`config.mk`:
```
export PLATFORM = sky130hd
export DESIGN_NAME = regfile_sys_ctrl
export DESIGN_NICKNAME = d
export VERILOG_FILES = /design/src/rtl/regfile_sys_ctrl.sv
export SDC_FILE = /design/constraint.sdc
export NUM_CORES = 1
export LEC_CHECK = 0
export ABC_AREA = 1
export CAP_MARGIN = 20
export CORE_ASPECT_RATIO = 0.9
export CORE_MARGIN = 2
export CORE_UTILIZATION = 30
export CTS_CLUSTER_SIZE = 10
export DETAILED_ROUTE_END_ITERATION = 12
export MAX_ROUTING_LAYER = met4
export SYNTH_ARGS = -nofsm -noshare
export SYNTH_HDL_FRONTEND = slang
export SYNTH_SLANG_ARGS = --single-unit
```
`constraint.sdc`:
```
create_clock -name CLK -period 1.9 [get_ports CLK]
set_input_delay 0.38 -clock CLK [delete_from_list [all_inputs] [get_ports CLK]]
set_output_delay 0.38 -clock CLK [all_outputs]
set_load 0.005 [all_outputs]
```
`src/rtl/regfile_sys_ctrl.sv`:
```
// regfile_sys_ctrl: byte-stream command controller in front of the register file.
// Parses write frames (WR_CMD, addr, NB data bytes LSB first) and read frames
// (RD_CMD, addr), drives RdEn/WrEn/Address/WrData, and returns read data
// byte-serially over a tx valid/ready handshake.
// Optional build macro: WR_ACK_EN (adds an ACK byte after every write).
//
// state     | meaning
// ----------+---------------------------------------------------------
// IDLE      | waiting for a command byte, other bytes ignored
// WR_ADDR   | waiting for the write address byte
// WR_DATA   | collecting NB write data bytes, LSB first
// WR_EXEC   | WrEn high for one cycle
// RD_ADDR   | waiting for the read address byte
// RD_EXEC   | RdEn high for one cycle
// RD_CAPT   | register file RdData valid, captured into shift register
// TX_SEND   | returning captured bytes, LSB first
// ACK       | returning ACK_BYTE after a write (WR_ACK_EN only)

module regfile_sys_ctrl #(
    parameter int          DATA_W = 16,
    parameter int          ADDR_W = 3,
    parameter logic [7:0]  WR_CMD = 8'hAA,
    parameter logic [7:0]  RD_CMD = 8'hBB
`ifdef WR_ACK_EN
    ,
    parameter logic [7:0]  ACK_BYTE = 8'h5A
`endif
) (
    input  logic              CLK,
    input  logic              RST,
    input  logic [7:0]        rx_data,
    input  logic              rx_valid,
    output logic              RdEn,
    output logic              WrEn,
    output logic [ADDR_W-1:0] Address,
    output logic [DATA_W-1:0] WrData,
    input  logic [DATA_W-1:0] RdData,
    output logic [7:0]        tx_data,
    output logic              tx_valid,
    input  logic              tx_ready,
    output logic              rx_drop
);

    localparam int NB    = DATA_W / 8;
    localparam int CNT_W = (NB > 1) ? $clog2(NB) : 1;
    localparam logic [CNT_W-1:0] CNT_LAST = CNT_W'(NB - 1);

    typedef enum logic [3:0] {
        S_IDLE,
        S_WR_ADDR,
        S_WR_DATA,
        S_WR_EXEC,
        S_RD_ADDR,
        S_RD_EXEC,
        S_RD_CAPT,
        S_TX_SEND
`ifdef WR_ACK_EN
        ,
        S_ACK
`endif
    } state_t;

    state_t              state_q;
    logic [CNT_W-1:0]    cnt_q;
    logic                rd_en_q;
    logic                wr_en_q;
    logic [ADDR_W-1:0]   addr_q;
    logic [DATA_W-1:0]   wr_data_q;
    logic [DATA_W-1:0]   cap_q;
    logic [DATA_W-1:0]   cap_shift_d;
    logic [7:0]          tx_data_q;
    logic                tx_valid_q;
    logic                rx_drop_q;
    logic                rx_drop_d;

    assign cap_shift_d = cap_q >> 8;

    // Bytes arriving while the FSM is busy executing or transmitting are discarded.
    always_comb begin
        rx_drop_d = 1'b0;
        case (state_q)
            S_WR_EXEC, S_RD_EXEC, S_RD_CAPT, S_TX_SEND: rx_drop_d = rx_valid;
`ifdef WR_ACK_EN
            S_ACK:                                      rx_drop_d = rx_valid;
`endif
            default:                                    rx_drop_d = 1'b0;
        endcase
    end

    // Frame parser, bus sequencing and tx serializer with registered outputs.
    always_ff @(posedge CLK or negedge RST) begin
        if (!RST) begin
            state_q    <= S_IDLE;
            cnt_q      <= '0;
            rd_en_q    <= 1'b0;
            wr_en_q    <= 1'b0;
            addr_q     <= '0;
            wr_data_q  <= '0;
            cap_q      <= '0;
            tx_data_q  <= '0;
            tx_valid_q <= 1'b0;
            rx_drop_q  <= 1'b0;
        end else begin
            rx_drop_q <= rx_drop_d;
            case (state_q)
                S_IDLE: begin
                    if (rx_valid) begin
                        if (rx_data == WR_CMD)      state_q <= S_WR_ADDR;
                        else if (rx_data == RD_CMD) state_q <= S_RD_ADDR;
                    end
                end
                S_WR_ADDR: begin
                    if (rx_valid) begin
                        addr_q  <= rx_data[ADDR_W-1:0];
                        cnt_q   <= '0;
                        state_q <= S_WR_DATA;
                    end
                end
                S_WR_DATA: begin
                    if (rx_valid) begin
                        wr_data_q[{cnt_q, 3'b000} +: 8] <= rx_data;
                        if (cnt_q == CNT_LAST) begin
                            wr_en_q <= 1'b1;
                            state_q <= S_WR_EXEC;
                        end else begin
                            cnt_q <= cnt_q + 1'b1;
                        end
                    end
                end
                S_WR_EXEC: begin
                    wr_en_q <= 1'b0;
`ifdef WR_ACK_EN
                    tx_data_q  <= ACK_BYTE;
                    tx_valid_q <= 1'b1;
                    state_q    <= S_ACK;
`else
                    state_q    <= S_IDLE;
`endif
                end
                S_RD_ADDR: begin
                    if (rx_valid) begin
                        addr_q  <= rx_data[ADDR_W-1:0];
                        rd_en_q <= 1'b1;
                        state_q <= S_RD_EXEC;
                    end
                end
                S_RD_EXEC: begin
                    rd_en_q <= 1'b0;
                    state_q <= S_RD_CAPT;
                end
                S_RD_CAPT: begin
                    cap_q      <= RdData;
                    tx_data_q  <= RdData[7:0];
                    tx_valid_q <= 1'b1;
                    cnt_q      <= '0;
                    state_q    <= S_TX_SEND;
                end
                S_TX_SEND: begin
                    if (tx_ready) begin
                        if (cnt_q == CNT_LAST) begin
                            tx_valid_q <= 1'b0;
                            state_q    <= S_IDLE;
                        end else begin
                            cnt_q     <= cnt_q + 1'b1;
                            cap_q     <= cap_shift_d;
                            tx_data_q <= cap_shift_d[7:0];
                        end
                    end
                end
`ifdef WR_ACK_EN
                S_ACK: begin
                    if (tx_ready) begin
                        tx_valid_q <= 1'b0;
                        state_q    <= S_IDLE;
                    end
                end
`endif
                default: state_q <= S_IDLE;
            endcase
        end
    end

    assign RdEn     = rd_en_q;
    assign WrEn     = wr_en_q;
    assign Address  = addr_q;
    assign WrData   = wr_data_q;
    assign tx_data  = tx_data_q;
    assign tx_valid = tx_valid_q;
    assign rx_drop  = rx_drop_q;

endmodule

```
==> qor.csv <==
stage;metric;value;unit
timing;endpoints failing hold;0;
finish;utilization after layout;41.0;%
detailed_routing;antenna-violating nets left;0;
detailed_routing;DRT iter0 DRCs;103;
finish;layout cells sized above 1;15.3;%
die;full die area;7930;um2
finish;leading cell type in the layout, fill and taps excluded;nand2_1;
yosys;#FFs+latches synth;43;
clock_network;CTS resizes;0;
clock_network;postcts setup bufs;0;
setup_path;reg2reg end;cap_q[11];
power_and_ir_drop;static leakage;1.32;nW
setup_path;Startpoint Class;register;
setup_path;critical path class;register to register;
setup_path;CP arrival;1840;ps
timing;worst slew pin tran;549;ps
setup_path;flop2flop setup slack;290;ps
outcome;result of the run;complete, no violations;
global_routing;GRT busiest layer;met2;
clock_network;Hold-fix buffers, CTS;0;
timing;skew final;11.4;ps
detailed_routing;wire per inst;12.4;um
detailed_routing;# DRC;0;
finish;commonest cells after routing, fill and taps aside;nand2_1, clkdlybuf4s50_1, dfrtp_1;
setup_path;R2R Path Start;state_q[1];
timing;RSZ-0062 raised after global routing;false;
timing;Pins Over Slew Limit;0;
global_routing;GR Layer Usage met3;2.60;%
clock_network;insertion delay to the later sink of the worst-skew pair;300;ps
setup_path;critical path required time;2130;ps
die;Die Y;84.7;um
global_routing;GRT Util Overall;13.6;%
power_and_ir_drop;pwr/cell area;1540;nW/um2
place;GP Congestion;0.817;
global_routing;vias in the first global route;1666;
global_routing;M2 GR Usage;19.6;%
clock_network;CTS Buffer Depth;2;
clock_network;H-tree Lvls;2;
place;port bufs;58;
timing;WHS;147;ps
detailed_routing;1st-pass router iterations;4;
global_routing;GR Layer Usage met1;19.0;%
global_routing;GRT Residual Overflow;0;
clock_network;Sinks on Clock Net;43;
die;I/O pin total;59;
setup_path;CP max FO;24;
detailed_routing;total routed wirelength;4.81;mm
timing;setup TNS;0;ps
timing;Tmin final;1610;ps
global_routing;number of antenna violations at the first check in global routing;0;
finish;synthesis-to-layout area growth;33.1;%
die;die width;93.6;um
place;pre-CTS WS;194;ps
detailed_routing;Via Count;1698;
finish;number of nets in the layout;322;
timing;Setup-failing EPs final;0;
timing;Final period util;84.7;%
yosys;post-synth net total;269;
finish;fin cells;388;
clock_network;Root Driver;clkbuf_8;
timing;fmax;0.621;GHz
power_and_ir_drop;Peak VDD IR;0.461;mV
yosys;Post-Synthesis Cell Area;2170;um2
yosys;Yosys warnings;0;
yosys;sequential share of the synthesized area;49.6;%
finish;# fillers;722;
die;core area;7040;um2
die;initial core utilization;30.8;%
global_routing;pin count of the biggest net entering global routing;44;
timing;final setup margin;290;ps
clock_network;CTS clk-pin slew, worst paths;80;ps
global_routing;first-pass GRT wire length;8.18;mm
timing;relative slew slack;63.4;%
place;DPL Wire Length;3.48;mm
detailed_routing;Via density;4.38;
min_path;hold crit path type;primary input to asynchronous set/reset pin;
die;number of core rows;29;
yosys;synthesized area per cell;9.00;um2
setup_path;Crit. End Element;register;
flow_run;max-cap viol count;0;
finish;Diodes inserted;0;
yosys;post-synth cell types;28;
clock_network;clock buffer count from CTS;5;
yosys;Synth Instances;241;
clock_network;CTS tree;done;
place;dpl cells;380;
setup_path;R2R depth;8;
## kinds of logic after synthesis
| group | share of synthesized area, % |
|---|---|
| compound gates | 14.7 |
| buf+inv | 11.1 |
| flops | 49.6 |
| simple gates | 24.6 |
## per-stage QoR
stage / area [um2] / power, mW
floorplan: 2170 / 2.94
global placement: 2760 / 3.60
detailed placement: 2760 / 3.63
CTS: 2890 / 4.50
global route: 2890 / 4.84
finish: 2890 / 4.45
## synth_stat cells
master | n | area (um2)
nand3_2 | 6 | 60.1
buf_4 | 8 | 60.1
nand2_2 | 2 | 12.5
a22oi_1 | 1 | 7.51
nor2_8 | 1 | 20.0
o21ai_2 | 8 | 70.1
buf_6 | 1 | 11.3
a21oi_1 | 3 | 15.0
o31ai_1 | 1 | 7.51
nor2_1 | 11 | 41.3
inv_1 | 21 | 78.8
inv_2 | 2 | 7.51
nand3_1 | 14 | 70.1
a211oi_1 | 1 | 7.51
o21ai_4 | 1 | 16.3
o21ai_0 | 11 | 55.1
o211ai_2 | 8 | 100
inv_4 | 1 | 6.26
buf_2 | 5 | 25.0
inv_8 | 1 | 11.3
nand2_1 | 74 | 278
nor2_2 | 1 | 6.26
nand2_4 | 2 | 22.5
nand4_1 | 3 | 18.8
o21ai_1 | 8 | 40.0
nor3_1 | 1 | 5.00
buf_12 | 2 | 40.0
dfrtp_1 | 43 | 1080
## state kept, by name (all words and copies together), names as in the netlist
signal / flops
Address: 3
RdEn: 1
WrData: 16
WrEn: 1
cap_q: 16
cnt_q: 1
rx_drop: 1
state_q: 3
tx_valid: 1
## area by class of cell
class | count | area [um2] | share of cell area, %
repair buffers | 62 | 606 | 21.0
clock buffers | 6 | 72.6 | 2.51
well taps | 93 | 116 | 4.03
multi-input cells | 157 | 853 | 29.5
clock inverters | 2 | 60.1 | 2.08
flip-flops and latches | 43 | 1080 | 37.3
inverters | 25 | 104 | 3.60
## power by group
part | leakage [nW] | internal [mW] | total (mW) | switching [mW]
Sequential | 0.537 | 1.33 | 1.61 | 0.277
Combinational | 0.717 | 0.981 | 2.00 | 1.02
Clock | 0.0654 | 0.526 | 0.846 | 0.320
Total | 1.32 | 2.84 | 4.45 | 1.61
## layer usage
layer  part of all wire [%]  wire [um]  vias up
met4                    1.4         68        0
met1                     49       2370      772
met3                    4.1        199        6
met5                      0          0        -
met2                     45       2170       40
li1                       -          -      880
## worst max path at each step
stage / startpoint / end / slack (ps) / depth (start not counted)
after floorplan: state_q[2] / cap_q[0] / 560 / 9
after global placement: rx_valid / state_q[1] / 240 / 8
after detailed placement: rx_valid / state_q[1] / 190 / 8
after CTS: state_q[1] / cap_q[11] / 290 / 8
after global routing: state_q[0] / WrData[14] / 140 / 5
final: state_q[1] / cap_q[11] / 290 / 8
## worst max-delay path: stages (launching register included)
cell and delay (ps):
dfrtp_1 530, inv_2 80, nor2_1 180, nand2_1 140, nand2_2 120, nand2_4 110, inv_8 190, nand3_1 130
o21ai_2 70
Note: power is estimated with default switching activity, not from simulation.
